<file path="config.mk">
export PLATFORM = sky130hd
export DESIGN_NAME = sine_sweep_controller
export DESIGN_NICKNAME = d
export VERILOG_FILES = /design/src/rtl/sine_sweep_controller.sv
export SDC_FILE = /design/constraint.sdc
export NUM_CORES = 1
export LEC_CHECK = 0
export ABC_AREA = 0
export CORE_ASPECT_RATIO = 1.25
export CORE_MARGIN = 2
export CORE_UTILIZATION = 61
export DETAILED_ROUTE_END_ITERATION = 10
export PLACE_DENSITY = 0.86
export SETUP_SLACK_MARGIN = 0.15
export SLEW_MARGIN = 20
export SYNTH_ARGS = -nofsm -noshare
export SYNTH_HDL_FRONTEND = slang
export SYNTH_SLANG_ARGS = --single-unit
export TNS_END_PERCENT = 30
</file>
<file path="constraint.sdc">
create_clock -name Clk -period 9.75 [get_ports Clk]
set_clock_uncertainty 0.2 [all_clocks]
set_input_delay 1.95 -clock Clk [delete_from_list [all_inputs] [get_ports Clk]]
set_output_delay 1.95 -clock Clk [all_outputs]
set_load 0.03 [all_outputs]
</file>
<file path="src/rtl/sine_sweep_controller.sv">
// Sine sweep controller: Avalon-MM register block, sample-rate divider,
// phase accumulator and dwell-based frequency stepping (IDLE/RUN/DONE).
module sine_sweep_controller #(
  parameter int unsigned DIV = 50
) (
  input  logic        Clk,
  input  logic        Reset,
  input  logic        ChipSelect,
  input  logic        Write,
  input  logic        Read,
  input  logic [1:0]  Address,
  input  logic [31:0] WriteData,
  output logic [31:0] ReadData,
  output logic [9:0]  phase,
  output logic        sample_en,
  output logic        busy,
  output logic        done_irq
);

  typedef enum logic [1:0] {StIdle, StRun, StDone} state_e;

  localparam logic [15:0] DivLast = 16'(DIV - 1);

  state_e state_q, state_d;

  // Bus-visible configuration registers
  logic        sweep_en_q, continuous_q;
  logic [7:0]  fcw_start_q, fcw_stop_q;
  logic [15:0] dwell_q;

  // Shadows captured at start; the running sweep only looks at these
  logic [7:0]  fcw_q, start_fcw_q, stop_fcw_q;
  logic [15:0] dwell_max_q, dwell_cnt_q;
  logic        sweep_sh_q, cont_sh_q;

  logic [15:0] div_q;
  logic [9:0]  phase_q;
  logic        done_q;
  logic [31:0] rdata_q;

  logic wr_ctrl, start_req, stop_req, clr_req;
  logic do_start, advance, do_step, do_wrap, set_done, dwell_last, step_up;

  // Upper write-data bits have no register behind them
  logic unused_wdata;
  assign unused_wdata = ^WriteData[31:16];

  assign wr_ctrl   = ChipSelect & Write & (Address == 2'd0);
  assign start_req = wr_ctrl & WriteData[0];
  assign stop_req  = wr_ctrl & WriteData[1];
  assign clr_req   = wr_ctrl & WriteData[4];

  assign dwell_last = (dwell_cnt_q == dwell_max_q - 16'd1);
  assign step_up    = (start_fcw_q < stop_fcw_q);

  assign phase    = phase_q;
  assign done_irq = done_q;
  assign ReadData = rdata_q;

  // State register
  always_ff @(posedge Clk) begin
    if (Reset) begin
      state_q <= StIdle;
    end else begin
      state_q <= state_d;
    end
  end

  // Next-state logic and control strobes; stop beats start, start beats sweeping
  always_comb begin
    state_d   = state_q;
    do_start  = 1'b0;
    advance   = 1'b0;
    do_step   = 1'b0;
    do_wrap   = 1'b0;
    set_done  = 1'b0;
    busy      = (state_q == StRun);
    sample_en = (state_q == StRun) && (div_q == DivLast);
    unique case (state_q)
      StIdle: begin
        if (start_req && !stop_req) begin
          do_start = 1'b1;
          state_d  = StRun;
        end
      end
      StRun: begin
        if (stop_req) begin
          state_d = StIdle;
        end else if (start_req) begin
          do_start = 1'b1;
        end else begin
          advance = 1'b1;
          if (sample_en && sweep_sh_q && dwell_last) begin
            if (fcw_q != stop_fcw_q) begin
              do_step = 1'b1;
            end else if (cont_sh_q) begin
              do_wrap = 1'b1;
            end else begin
              set_done = 1'b1;
              state_d  = StDone;
            end
          end
        end
      end
      StDone: begin
        if (start_req && stop_req) begin
          state_d = StIdle;
        end else if (start_req) begin
          do_start = 1'b1;
          state_d  = StRun;
        end
      end
      default: state_d = StIdle;
    endcase
  end

  // Configuration register writes
  always_ff @(posedge Clk) begin
    if (Reset) begin
      sweep_en_q   <= 1'b0;
      continuous_q <= 1'b0;
      fcw_start_q  <= 8'd0;
      fcw_stop_q   <= 8'd0;
      dwell_q      <= 16'd0;
    end else if (ChipSelect && Write) begin
      unique case (Address)
        2'd0: begin
          sweep_en_q   <= WriteData[2];
          continuous_q <= WriteData[3];
        end
        2'd1: fcw_start_q <= WriteData[7:0];
        2'd2: fcw_stop_q  <= WriteData[7:0];
        2'd3: dwell_q     <= WriteData[15:0];
        default: ;
      endcase
    end
  end

  // Sweep datapath: divider, phase accumulator, dwell counter, fcw stepping
  always_ff @(posedge Clk) begin
    if (Reset) begin
      fcw_q       <= 8'd0;
      start_fcw_q <= 8'd0;
      stop_fcw_q  <= 8'd0;
      dwell_max_q <= 16'd0;
      dwell_cnt_q <= 16'd0;
      sweep_sh_q  <= 1'b0;
      cont_sh_q   <= 1'b0;
      div_q       <= 16'd0;
      phase_q     <= 10'd0;
    end else if (do_start) begin
      fcw_q       <= fcw_start_q;
      start_fcw_q <= fcw_start_q;
      stop_fcw_q  <= fcw_stop_q;
      dwell_max_q <= (dwell_q == 16'd0) ? 16'd1 : dwell_q;
      dwell_cnt_q <= 16'd0;
      // sweep_en/continuous come from the same CTRL write that starts
      sweep_sh_q  <= WriteData[2];
      cont_sh_q   <= WriteData[3];
      div_q       <= 16'd0;
      phase_q     <= 10'd0;
    end else if (advance) begin
      div_q <= sample_en ? 16'd0 : div_q + 16'd1;
      if (sample_en) begin
        phase_q <= phase_q + {2'b00, fcw_q};
        if (sweep_sh_q) begin
          dwell_cnt_q <= dwell_last ? 16'd0 : dwell_cnt_q + 16'd1;
        end
      end
      if (do_step) begin
        fcw_q <= step_up ? fcw_q + 8'd1 : fcw_q - 8'd1;
      end else if (do_wrap) begin
        fcw_q <= start_fcw_q;
      end
    end
  end

  // Sticky end-of-sweep flag; a set in the same cycle as a clear wins
  always_ff @(posedge Clk) begin
    if (Reset) begin
      done_q <= 1'b0;
    end else if (do_start) begin
      done_q <= 1'b0;
    end else if (set_done) begin
      done_q <= 1'b1;
    end else if (clr_req) begin
      done_q <= 1'b0;
    end
  end

  // Registered read data, held between reads
  always_ff @(posedge Clk) begin
    if (Reset) begin
      rdata_q <= 32'd0;
    end else if (ChipSelect && Read) begin
      unique case (Address)
        2'd0: rdata_q <= {16'd0, fcw_q, 4'd0, continuous_q, sweep_en_q, done_q, busy};
        2'd1: rdata_q <= {24'd0, fcw_start_q};
        2'd2: rdata_q <= {24'd0, fcw_stop_q};
        2'd3: rdata_q <= {16'd0, dwell_q};
        default: rdata_q <= 32'd0;
      endcase
    end
  end

endmodule

</file>
# Yosys cells after proc, flatten, opt, wreduce, memory -nomap -nowiden
# Index checks and enable logic that the tools add are counted.
# totals
regBits	153
latchBits	0
ram_bits	0
rom_bits	0
input_bits	39
out_inout_bits	45
wordCells	111
n_memories	0
# classes
add_sub_neg	6
multipliers	0
div	0
n_lt_le_gt_ge	1
n_eq_ne	14
n_shift	0
muxes	45
bitwise	5
reduce_logical	23
# ops
op	count
32-bit case mux with 4 select lines	1
16-bit two-way mux	3
8-bit two-way mux	5
16-bit by 1-bit adder with 16-bit output, second input constant	2
1-bit two-way mux	26
16-bit == test	1
16-bit by 6-bit == test with 1-bit output, second input constant	1
16-bit logical NOT	1
2-bit two-way mux	8
16-bit by 1-bit subtractor with 16-bit output, second input constant	1
2-bit AND reduction	6
10-bit by 8-bit adder with 10-bit output	1
8-bit by 1-bit adder with 8-bit output, second input constant	1
8-bit < comparator	1
8-bit != test	1
8-bit by 1-bit subtractor with 8-bit output, second input constant	1
1-bit logical AND	7
2-bit == test, second input constant	3
3-bit by 2-bit != test with 1-bit output, second input constant	2
3-bit != test, second input constant	2
2-bit case mux with 3 select lines	1
6-bit AND reduction	1
1-bit AND	5
2-bit by 1-bit == test with 1-bit output, second input constant	2
9 further kinds	11

# Logic depth before layout (Yosys ltp)
# logic_depth
ltp_word	12
depth_mapped	16
ltp_nobuf	16

# Least setup slack after synthesis
# No wires, ideal clock.
# synth_timing
kind	input-to-reg
startpoint	input port ChipSelect
endpoint	register div_q[11]
setup_ps	128
arrival_time_ps	4069
setup_slack_ps	5353
stages	9
path_cell_list	clkbuf_1 > nor4bb_1 > clkbuf_1 > nand2_1 > a211oi_1 > nor2_1 > nand2_1 > clkbuf_1 > nor2_1
# synth_between
elab_chain_len	8
word_cells_on_any_way	16
classes_between	8 x mux; 4 x bitwise; 4 x reduce/logical
# synth_rtl
element	line	text
start: declaration	8	input logic ChipSelect,
1-bit AND * (2 in a row)	48	assign wr_ctrl = ChipSelect & Write & (Address == 2'd0);
1-bit AND	50	assign stop_req = wr_ctrl & WriteData[1];
1-bit logical NOT	81	if (start_req && !stop_req) begin
1-bit logical AND	81	
1-bit two-way mux	81	
1-bit case mux with 3 select lines	79	unique case (state_q)
2-bit OR reduction (no line)	-	
end signal: assignment	163	div_q <= sample_en ? 16'd0 : div_q + 16'd1;
end: declaration	36	logic [15:0] div_q;
# Mark *: on every way between the ends. The rest lies on a longest branch, timed or not.
# A chain may end at the register's enable or synchronous reset.

# Final worst setup path
# layout_timing
startpoint	input port Address[1]
endpoint	register div_q[1]
# layout_between
elab_chain_len	8
word_cells_on_any_way	16
classes_between	8 x mux; 3 x bitwise; 5 x reduce/logical
# layout_rtl
element	line	text
start: declaration	11	input logic [1:0] Address,
2-bit logical NOT *	48	
1-bit AND *	48	
1-bit AND	50	
1-bit logical NOT	81	
1-bit logical AND	81	
1-bit two-way mux	81	
1-bit case mux with 3 select lines	79	
2-bit OR reduction (no line)	-	
# Marked as above.

==> results.ini <==
[synthesis]
ys_ff_latch=137
yosys-top-cells-area=dfxtp_1 39%, nand2_1 10%, a21oi_1 6.9%, ha_1 4.4%, xor2_1 4.2%
synth_area_leader_cell=dfxtp_1
ys_seq_area_share_pct=38.7
syn-cell-area_mm2=0.00708
yosys_warnings=0
synth_ff_type=dfxtp_1
synthCells=894
yosysMostFrequentCell=nand2_1
synth_edf_count=0
async_flop_share_pct=0
ys_top_cells_by_count=197 x nand2_1, 137 x dfxtp_1, 98 x a21oi_1, 74 x nor2_1, 36 x clkbuf_1
yosysUniqueCellTypes=61
syn_area_per_cell_um2=7.92
netlist.area_leader.share_pct=38.7

[critical_path]
reg2reg_depth=10
worstSetupEndpointType=register
critical_path_arrival_ns=5.02
crit_required_ns=9.82
r2r_slack_ns=5.95
startpoint_type=primary input
cp_max_fo=17
critical_path_class=primary input to register

[placement]
gp_congestion=0.945
dpl.hpwl_mm=11.9
port_buffers=51
dpl_cell_area_mm2=0.00755

[cts]
cts_root_buffer=clkbuf_16
post_cts_buffers=0
worstSkewPairLatency_ns=0.42
cts_made_buffers=17
tritoncts=built
htree_levels=4
post_cts_resized=0
cts_buffer_depth=2
numClockSinks=137
cts.clk_slew.worst_paths_ns=0.06
cts_hold_buf=0

[floorplan]
start_util_pct=61.8
rows=44
fp.dieH_um=124
io_pins=84
die-area_mm2=0.0125
core_area_mm2=0.0115
fp.dieW_um=100

[global_routing]
grt_pass1_wl_mm=28.6
grt_max_degree=97
overflow=0
grt_use_total_pct=28.5
grt_pass1_vias=6041
antenna_found_initial=0

[final_layout]
area_growth_pct=15.2
utilization_pct=71.3
nFillCells=877
fin_area_mm2=0.00816
diodes=0
layout-drive-gt1-share_pct=5.99
nets=988

[detailed_routing]
routedWlPerCell_um=16.4
drt-total-wl_mm=17.6
drtPass1Iterations=5
antenna_left=0
via_per_inst=5.97
first_iter_violations=506
route.vias.total=6409
drc=0

[timing]
setup_viol=0
post-route-period-util_pct=50.8
slew_headroom_pct=35.0
rsz0062_at_grt=false
fmax_mhz=202
fin_setup_tns_ns=0
tightest_slew_ns=0.975
hold_viol=0
maxSlewViolCount=0
min_period_ns=4.95

[power_and_ir_drop]
vdd_drop_max_v=0.000133
leakage_nw=3.00
p_total_mw=1.30
power_density_mw_per_mm2=159

[min_path]
whs_path_depth=2
hp-class=register to register

[run_status]
outcome=complete, no violations

[run]
max_cap_violations=0

-- metrics by stage --
step	std cells	worst slack [ns]	hold slack (ns)
after floorplan	909	5.35	0.237
after global placement	1041	4.52	0.246
after detailed placement	1041	4.48	0.253
after CTS	1073	4.82	0.268
after global routing	1073	4.58	0.282
final	1073	4.80	0.263
-- registers in the layout (all words and copies together), names as in the netlist, 2 cells and up --
name / cells
dwell_max_q: 16
dwell_q: 16
phase: 10
dwell_cnt_q: 16
fcw_start_q: 8
div_q: 16
stop_fcw_q: 8
ReadData: 16
start_fcw_q: 8
fcw_stop_q: 8
state_q: 2
fcw_q: 8
-- routing by layer --
metal | GRT usage [%] | share of wire (%)
met1 | 34.5 | 40
met2 | 47.6 | 50
met3 | 5.56 | 6.1
met4 | 14.4 | 3.5
met5 | 0 | 0
-- worst paths after layout --
check	end	from
max	div_q[1]$_SDFFE_PP0P_	Address[1]
min	cont_sh_q$_SDFFE_PP0P_	cont_sh_q$_SDFFE_PP0P_
max reg2reg	fcw_q[0]$_SDFFE_PP0P_	dwell_max_q[0]$_SDFFE_PP0P_
min reg2reg	cont_sh_q$_SDFFE_PP0P_	cont_sh_q$_SDFFE_PP0P_
-- cells in the final DEF (no fill, tap or decap), types with 11 or more instances in the layout --
master,synthesis,layout
a21oi_1,98,98
a221oi_1,13,13
clkbuf_16,0,17
clkdlybuf4s50_1,0,50
conb_1,1,16
dfxtp_1,137,137
ha_1,25,25
inv_1,22,22
nand2_1,197,197
nand3_1,21,21
nor2_1,74,74
nor3_1,23,23
nor4_1,12,11
o21ai_0,19,19
xnor2_1,30,30
xor2_1,34,34
-- worst max-delay path: stages --
cell	delay, ns
clkdlybuf4s50_1	0.75
nor4bb_1	0.44
buf_4	0.24
nand2_1	0.15
a211oi_4	0.64
nor2_1	0.21
nand2_1	0.49
a211oi_1	0.13
-- area by class of cell --
type	instances	area, µm²	share of cell area, %
sequential	137	2740	33.6
tap	138	173	2.12
timing repair buffer	55	536	6.56
clock inverter	15	179	2.19
inverter	22	82.6	1.01
clock buffer	17	425	5.21
multi-input combinational	689	4020	49.3
-- power breakdown --
part / leakage (nW) / switching, mW / internal, mW
clock network: 0.285 / 0.270 / 0.387
registers: 1.11 / 0.00553 / 0.566
logic: 1.61 / 0.0482 / 0.0248
-- cell families after synthesis --
logic type	share of synthesized area (%)
flops	38.7
buf+inv	5.51
xor+xnor	8.23
simple gates	25.5
other cells	0.0530
fa+ha+maj	4.98
compound gates	14.4
mux	2.51
Power figures use the tool's default switching activity.
